## config.mk

```make
export PLATFORM = sky130hd
export DESIGN_NAME = ucie_sb_tx_arbiter
export DESIGN_NICKNAME = d
export VERILOG_FILES = /design/src/rtl/ucie_sb_tx_arbiter.sv
export SDC_FILE = /design/constraint.sdc
export NUM_CORES = 1
export LEC_CHECK = 0
export BUFFER_PORTS_ARGS = -buffer_cell sky130_fd_sc_hd__buf_4
export CORE_MARGIN = 4
export CORE_UTILIZATION = 40
export DETAILED_ROUTE_END_ITERATION = 8
export GPL_TIMING_DRIVEN = 1
export PLACE_DENSITY = 0.8
export SLEW_MARGIN = 20
export SYNTH_ARGS = -nofsm -noshare
export SYNTH_HDL_FRONTEND = slang
export SYNTH_SLANG_ARGS = --single-unit
```

## constraint.sdc

```tcl
create_clock -name i_clk -period 2.7 [get_ports i_clk]
set_input_delay 0 -clock i_clk [delete_from_list [all_inputs] [get_ports i_clk]]
set_output_delay 0 -clock i_clk [all_outputs]
set_load 0.02 [all_outputs]
```

## src/rtl/ucie_sb_tx_arbiter.sv

```systemverilog
// Sideband transmit arbiter: round-robin grant of one single-beat message per slot,
// followed by GAP_CYCLES idle cycles. Define UCIE_SB_ARB_PRIO_EN for strict priority on requester 0.
module ucie_sb_tx_arbiter #(
  parameter int NC         = 32,
  parameter int MSG_W      = 4,
  parameter int N_REQ      = 3,
  parameter int GAP_CYCLES = 1
) (
  input  logic                   i_clk,
  input  logic                   i_rst_n,
  input  logic                   i_sb_enable,
  input  logic                   i_sb_flush,
  input  logic [N_REQ-1:0]       i_req,
  input  logic [N_REQ*MSG_W-1:0] i_req_msg,
  input  logic [N_REQ*NC-1:0]    i_req_data,
  output logic [N_REQ-1:0]       o_gnt,
  output logic [MSG_W-1:0]       o_sb_msg_out,
  output logic [NC-1:0]          o_data_sent_sb,
  output logic                   o_sb_data_valid,
  output logic                   o_busy
);

  localparam int PTR_W = (N_REQ > 1) ? $clog2(N_REQ) : 1;
  localparam int CNT_W = 4;

  typedef enum logic [1:0] {
    ST_IDLE = 2'd0,
    ST_SEND = 2'd1,
    ST_GAP  = 2'd2
  } state_t;

  state_t             state_q, state_d;
  logic [CNT_W-1:0]   cnt_q, cnt_d;
  logic [PTR_W-1:0]   rr_ptr_q, rr_ptr_d;
  logic [N_REQ-1:0]   gnt_q, gnt_d;
  logic [MSG_W-1:0]   msg_q, msg_d;
  logic [NC-1:0]      data_q, data_d;
  logic               valid_q, valid_d;
  logic               busy_q, busy_d;

  logic [N_REQ-1:0]   cand_s;
  logic [PTR_W-1:0]   win_s;
  logic [PTR_W-1:0]   ptr_inc_s;
  logic               prio_win_s;
  logic               hit_s;
  logic               found_s;

  // Explicit wrap so non-power-of-two requester counts stay in range.
  function automatic logic [PTR_W-1:0] wrap_idx(input logic [PTR_W-1:0] base, input int off);
    int s;
    s = int'(base) + off;
    if (s >= N_REQ) begin
      s = s - N_REQ;
    end else begin
      s = s;
    end
    return PTR_W'(s);
  endfunction

  // Winner selection: upward search from rr_ptr_q, optionally pre-empted by requester 0.
  always_comb begin
    cand_s     = i_req;
    prio_win_s = 1'b0;
    found_s    = 1'b0;
    hit_s      = 1'b0;
    win_s      = '0;
`ifdef UCIE_SB_ARB_PRIO_EN
    prio_win_s = i_req[0];
    cand_s[0]  = 1'b0;
`endif
    for (int i = 0; i < N_REQ; i++) begin
      hit_s   = !found_s && cand_s[wrap_idx(rr_ptr_q, i)];
      win_s   = hit_s ? wrap_idx(rr_ptr_q, i) : win_s;
      found_s = found_s | hit_s;
    end
    if (prio_win_s) begin
      win_s = '0;
    end else begin
      win_s = win_s;
    end
    ptr_inc_s = (win_s == PTR_W'(N_REQ - 1)) ? '0 : win_s + PTR_W'(1);
  end

  // Next-state and registered-output computation.
  always_comb begin
    state_d  = state_q;
    cnt_d    = cnt_q;
    rr_ptr_d = rr_ptr_q;
    gnt_d    = '0;
    msg_d    = '0;
    data_d   = '0;
    valid_d  = 1'b0;
    case (state_q)
      ST_IDLE: begin
        if (i_sb_flush) begin
          state_d = ST_IDLE;
        end else if (i_sb_enable && (|i_req)) begin
          state_d        = ST_SEND;
          gnt_d[win_s]   = 1'b1;
          valid_d        = 1'b1;
          msg_d          = i_req_msg[int'(win_s)*MSG_W +: MSG_W];
          data_d         = i_req_data[int'(win_s)*NC +: NC];
          rr_ptr_d       = prio_win_s ? rr_ptr_q : ptr_inc_s;
        end else begin
          state_d = ST_IDLE;
        end
      end
      ST_SEND: begin
        if (i_sb_flush) begin
          state_d = ST_IDLE;
          cnt_d   = '0;
        end else if (GAP_CYCLES > 0) begin
          state_d = ST_GAP;
          cnt_d   = CNT_W'(GAP_CYCLES - 1);
        end else begin
          state_d = ST_IDLE;
          cnt_d   = '0;
        end
      end
      ST_GAP: begin
        if (i_sb_flush || (cnt_q == '0)) begin
          state_d = ST_IDLE;
          cnt_d   = '0;
        end else begin
          cnt_d = cnt_q - CNT_W'(1);
        end
      end
      default: begin
        state_d = ST_IDLE;
        cnt_d   = '0;
      end
    endcase
    busy_d = (state_d != ST_IDLE);
  end

  // State, pointer and output registers with synchronous active-low reset.
  always_ff @(posedge i_clk) begin
    if (!i_rst_n) begin
      state_q  <= ST_IDLE;
      cnt_q    <= '0;
      rr_ptr_q <= '0;
      gnt_q    <= '0;
      msg_q    <= '0;
      data_q   <= '0;
      valid_q  <= 1'b0;
      busy_q   <= 1'b0;
    end else begin
      state_q  <= state_d;
      cnt_q    <= cnt_d;
      rr_ptr_q <= rr_ptr_d;
      gnt_q    <= gnt_d;
      msg_q    <= msg_d;
      data_q   <= data_d;
      valid_q  <= valid_d;
      busy_q   <= busy_d;
    end
  end

  assign o_gnt           = gnt_q;
  assign o_sb_msg_out    = msg_q;
  assign o_data_sent_sb  = data_q;
  assign o_sb_data_valid = valid_q;
  assign o_busy          = busy_q;

endmodule

```

---- Yosys cells after proc, flatten, opt, wreduce, memory -nomap -nowiden ----
Cells that the tools add are included.
W data, S select, Z words.
operators by class
  add/subtract/negate cells ............... 7
  $mul .................................... 0
  divide/modulo/power cells ............... 0
  order comparisons ....................... 8
  eq/ne operators ......................... 3
  shift-type cells ........................ 2
  multiplexer cells ....................... 23
  bitwise operators ....................... 5
  reductions and logical operators ........ 14
operators by type and width
  kind                   count
  $shiftx A96 B8 Y32     1
  $mux W2                9
  $lt A2 B3 Y1 const B   4
  $shiftx A12 B5 Y4      1
  $pmux W4 S2            1
  $mux W1                7
  $bmux W1 S2            3
  $ge A3 B2 Y1 const B   2
  $pmux W2 S3            1
  $reduce_or A3 Y1       2
  $sub A2 B2 Y2 const B  3
  $eq A2 B2 Y1 const B   2
  $logic_and A1 B1 Y1    4
  $logic_not A4 Y1       1
  $mux W4                1
  $not A1 Y1             4
  $reduce_or A4 Y1       1
  $sub A4 B1 Y4 const B  1
  $add A2 B1 Y3 const B  1
  $add A2 B2 Y3 const B  1
  $reduce_and A3 Y1      1
  $add A2 B1 Y2 const B  1
  $demux W1 S2           1
  $eq A2 B1 Y1 const B   1
  7 further kinds        8
storage, ports and cells
  bits in registers ....................... 49
  bits in latches ......................... 0
  bits in writable memories ............... 0
  memory bits (read-only) ................. 0
  input bits .............................. 115
  logic and storage cells ................. 70
  memories kept ........................... 0

---- Longest topological paths before layout ----
  depth after elaboration ................. 14
  gate-level depth with buffers ........... 10
  depth with buffers taken out ............ 7

---- Worst setup path before layout ----
OpenSTA, ideal clock, no wires.
  kind .................................... register to register
  start point ............................. register rr_ptr_q[1]
  end point ............................... register data_q[14] (netlist: o_data_sent_sb[14])
  setup time .............................. 0.125 ns
  data arrival time ....................... 1.873 ns
  setup slack ............................. 0.702 ns
  stages on the path, launching flop included .. 9
  buffers on the path ..................... 1
  clock period less this slack ............ 1.998 ns
  cells stage by stage .................... dfxtp_1 -> inv_1 -> ha_1 -> buf_2 -> mux2_4 -> or4b_1 -> a21boi_1 -> nor3_1 -> o2bb2ai_1
on the way
  cells in the longest elaborated chain, start to end .. 11
  elaborated cells on any way between the ends .. 26
  classes of those cells .................. add/sub: 5; order compare: 3; shift: 1; mux: 12; bitwise: 1; reduce/logical: 4
RTL lines
  item                                                               RTL line  RTL
  from (decl)                                                        34        logic [PTR_W-1:0] rr_ptr_q, rr_ptr_d;
  from (signal assigned)                                             150       rr_ptr_q <= rr_ptr_d;
  $add A2 B1 Y3 (tied with other cells)                              51        s = int'(base) + off;
  $ge A3 B2 Y1 (tied with other cells)                               52        if (s >= N_REQ) begin
  $mux W2 or $bmux W1 S2 (tied branches)                             52, 72
  $bmux W1 S2 or $mux W1 (tied branches)                             72        hit_s = !found_s && cand_s[wrap_idx(rr_ptr_q, i)];
  $mux W1 (implied by the code) or $logic_not A1 Y1 (tied branches)  72
  $logic_and A1 B1 Y1                                                72
  $or A1 B1 Y1                                                       74        found_s = found_s | hit_s;
  $logic_not A1 Y1                                                   72
  $logic_and A1 B1 Y1                                                72
  $mux W2 *                                                          73        win_s = hit_s ? wrap_idx(rr_ptr_q, i) : win_s;
  $shiftx A96 B8 Y32 *                                               102       data_d = i_req_data[int'(win_s)*NC +: NC];
  to (signal assigned)                                               153       data_q <= data_d;
  to (decl)                                                          37        logic [NC-1:0] data_q, data_d;
Mark *: on every way between the ends. The rest lies on a longest branch, timed or not. The select of a mux whose other input is x is not followed.
A chain may end at the register's enable or synchronous reset.

---- Worst setup path after layout ----
  start point ............................. register rr_ptr_q[0]
  end point ............................... register data_q[30] (netlist: o_data_sent_sb[30])
Same word-level chain as after synthesis.

==> impl_metrics.tcl <==
set metrics [dict create \
    status "finished with violations" \
    violations "negative hold slack" \
    synth_edf_count 0 \
    synth.top_cell.area_share_pct 44.6 \
    diodes 0 \
    post-route-min-period_ps 2540 \
    slew_headroom_pct 64.4 \
    power_density_mw_per_mm2 423 \
    post-route-drc-count 0 \
    rsz0062_at_grt "false" \
    initial_core_util_pct 42.2 \
    drtIter0Drc 61 \
    dieArea_mm2 0.00675 \
    cts_tree "done" \
    synthFlopType "dfxtp_1" \
    setup_viol 0 \
    worstSetupPathType "flop to flop" \
    seqCellArea_um2 982 \
    synth_seq_cells 49 \
    finalWirelength_mm 8.89 \
    ant_nets 0 \
    end_kind "flop" \
    wl_met3_um 969 \
    ys_top_cells_by_area "dfxtp_1 (45%), mux2i_1 (17%), o2bb2ai_1 (14%)" \
    syn_area_mm2 0.00220 \
    hold_viol 1 \
    ys_seq_area_share_pct 44.6 \
    clkLatencyLatePin_ps 290 \
    synthToLayoutAreaGrowth_pct 96.7 \
    async_reset_ff_share_pct 0 \
    io_buffers 155 \
    synth.distinct_cells 38 \
    path_buf_inv 3 \
    synthTopCellsByCount "dfxtp_1 (49), mux2i_1 (38), o2bb2ai_1 (36)" \
    syn_avg_cell_area_um2 10.9 \
    dp_slack_ps 433 \
    syn_nets 322 \
    multi_input_area_mm2 0.00115 \
    worst_pin_slew_ps 530 \
    setup_slack_ps 164 \
    wl_met2_mm 4.49 \
    clk_pin_slew_ps 90 \
    path_delay_family "buffers and inverters" \
    viasPerCell 5.04 \
    cpPeakStageDelay_ps 560 \
    drt-met1-wl_mm 3.21 \
    cts_sinks 49 \
    place_hpwl_mm 5.40 \
    critPathRequiredTime_ps 2940 \
    grt_pass1_wl_mm 12.8 \
    ios 156 \
    crit_arrival_ps 2770 \
    place_congestion 0.772 \
    clockBufferDepth 2 \
    rows 26 \
    fin_total_pwr_mw 1.83 \
    fin_util_pct 83.1 \
    cts_made_buffers 5 \
    ir_worst_vdd_uv 326 \
    drive_above_1_share_pct 41.8 \
    post_drt_wl_per_cell_um 17.7 \
    fillers 296 \
    critPathSlowestCell "dlygate4sd3_1" \
    period_share_pct 93.9 \
    vias 2523 \
    grt_max_degree 26 \
    hold_slack_ps -7.88 \
    grt_usage_pct 25.2 \
    dr.max_layer_used "met4" \
    yosys_warnings 0 \
    htreeDepth 2 \
    cts_root_buf "clkbuf_8" \
    drv_cap 0 \
    finalSetupTns_ps 0 \
    path_cells "inv_1 > ha_2 > nor2b_1 > o2111ai_1 > and3_1 > nor2_2 > buf_6 > o2bb2ai_1 > dlygate4sd3_1" \
    hp-class "input pin to flop" \
    start_kind "flop" \
    path_max_fanout 17 \
    cts_setup_buffers 0 \
    synth.most_common_cell "dfxtp_1" \
    fin_worst_skew_ps 5.36 \
    die_x_um 82.1 \
    grt-ovfl-total 0 \
    nets 550 \
    final-max-slew-violation-count 0 \
    fmax_ghz 0.394 \
    antenna_found_initial 0 \
    grt_pass1_vias 2650 \
    die_height_um 82.1 \
    synth_top_area_cell "dfxtp_1" \
    synthCells 202 \
    core_area_mm2 0.00520 \
    p_leak_nw 2.02 \
    first_pass_iters 4 \
]
registers in the layout (all words and copies together), names as in the netlist:
register	cells
o_gnt	3
rr_ptr_q	2
o_data_sent_sb	32
cnt_q	4
o_sb_msg_out	4
o_busy	1
state_q	2
o_sb_data_valid	1
path summary, 6_finish.rpt:
check / start / to / slack [ps] / cells past startpoint
worst min register to register: cnt_q[2] / cnt_q[2] / 530 / 2
worst max register to register: rr_ptr_q[0] / o_data_sent_sb[30] / 160 / 9
worst min-delay path: i_req_data[51] / o_data_sent_sb[19] / -8 / 3
worst max-delay path: rr_ptr_q[0] / o_data_sent_sb[30] / 160 / 9
power breakdown:
group	switching [mW]	internal, mW	leakage (nW)	total [mW]
Combinational	0.255	0.343	1.57	0.598
Sequential	0.0130	0.754	0.398	0.767
Clock	0.230	0.232	0.0542	0.462
Total	0.499	1.33	2.02	1.83
cells by family after synthesis:
group,count (synthesis),share of synthesized area (%)
simple gates,33,8.88
mux,39,18.0
flops,49,44.6
buf+inv,21,4.89
compound gates,55,20.8
fa+ha+maj,5,2.85
cell usage in the layout (no fill, tap or decap), drive strengths merged, types with 2 or more instances in the layout:
cell type and n:
and3 3, nand2 6, clkbuf 7, mux2i 38, nor2 8, o2bb2ai 36
ha 5, dlygate4sd3 74, a21oi 4, o31ai 2, nand3b 2, buf 161
nor3b 2, inv 7, o2111ai 2, o22ai 3, o21ai 2, dfxtp 49
nor3 3
cell type report:
| cell class | instances | share of cell area [%] |
|---|---|---|
| sequential | 49 | 22.7 |
| inverter | 7 | 0.608 |
| clock inverter | 1 | 0.116 |
| timing repair buffer | 235 | 45.6 |
| clock buffer | 7 | 2.23 |
| multi-input combinational | 132 | 26.7 |
| tap | 70 | 2.03 |
metal layers:
| metal | track usage [%] | vias to the layer above |
|---|---|---|
| met1 | 27.4 | 1142 |
| met3 | 9.22 | 18 |
| met5 | 0 | - |
| li1 | - | 1214 |
| met4 | 8.97 | 0 |
| met2 | 44.7 | 149 |
timing repair:
| item | 4_1_cts | 5_1_grt |
|---|---|---|
| resized for setup | 0 | 10 |
| endpoints found under the setup margin | 0 | 3 |
| hold buffers | 72 | 2 |
| endpoints found under the hold margin | 39 | 1 |
metrics by stage:
stage / cell area (µm²) / cells
global route: 4320 / 501
floorplan: 2200 / 202
CTS: 4260 / 499
finish: 4320 / 501
global placement: 3430 / 419
detailed placement: 3430 / 419
tightest hold or removal path, delay by kind of cell:
kind / cells / cell delay (ps)
AOI/OAI and AO/OA: 1 / 130
buffers and inverters: 1 / 70
muxes: 1 / 50
Power figures use the tool's default switching activity.
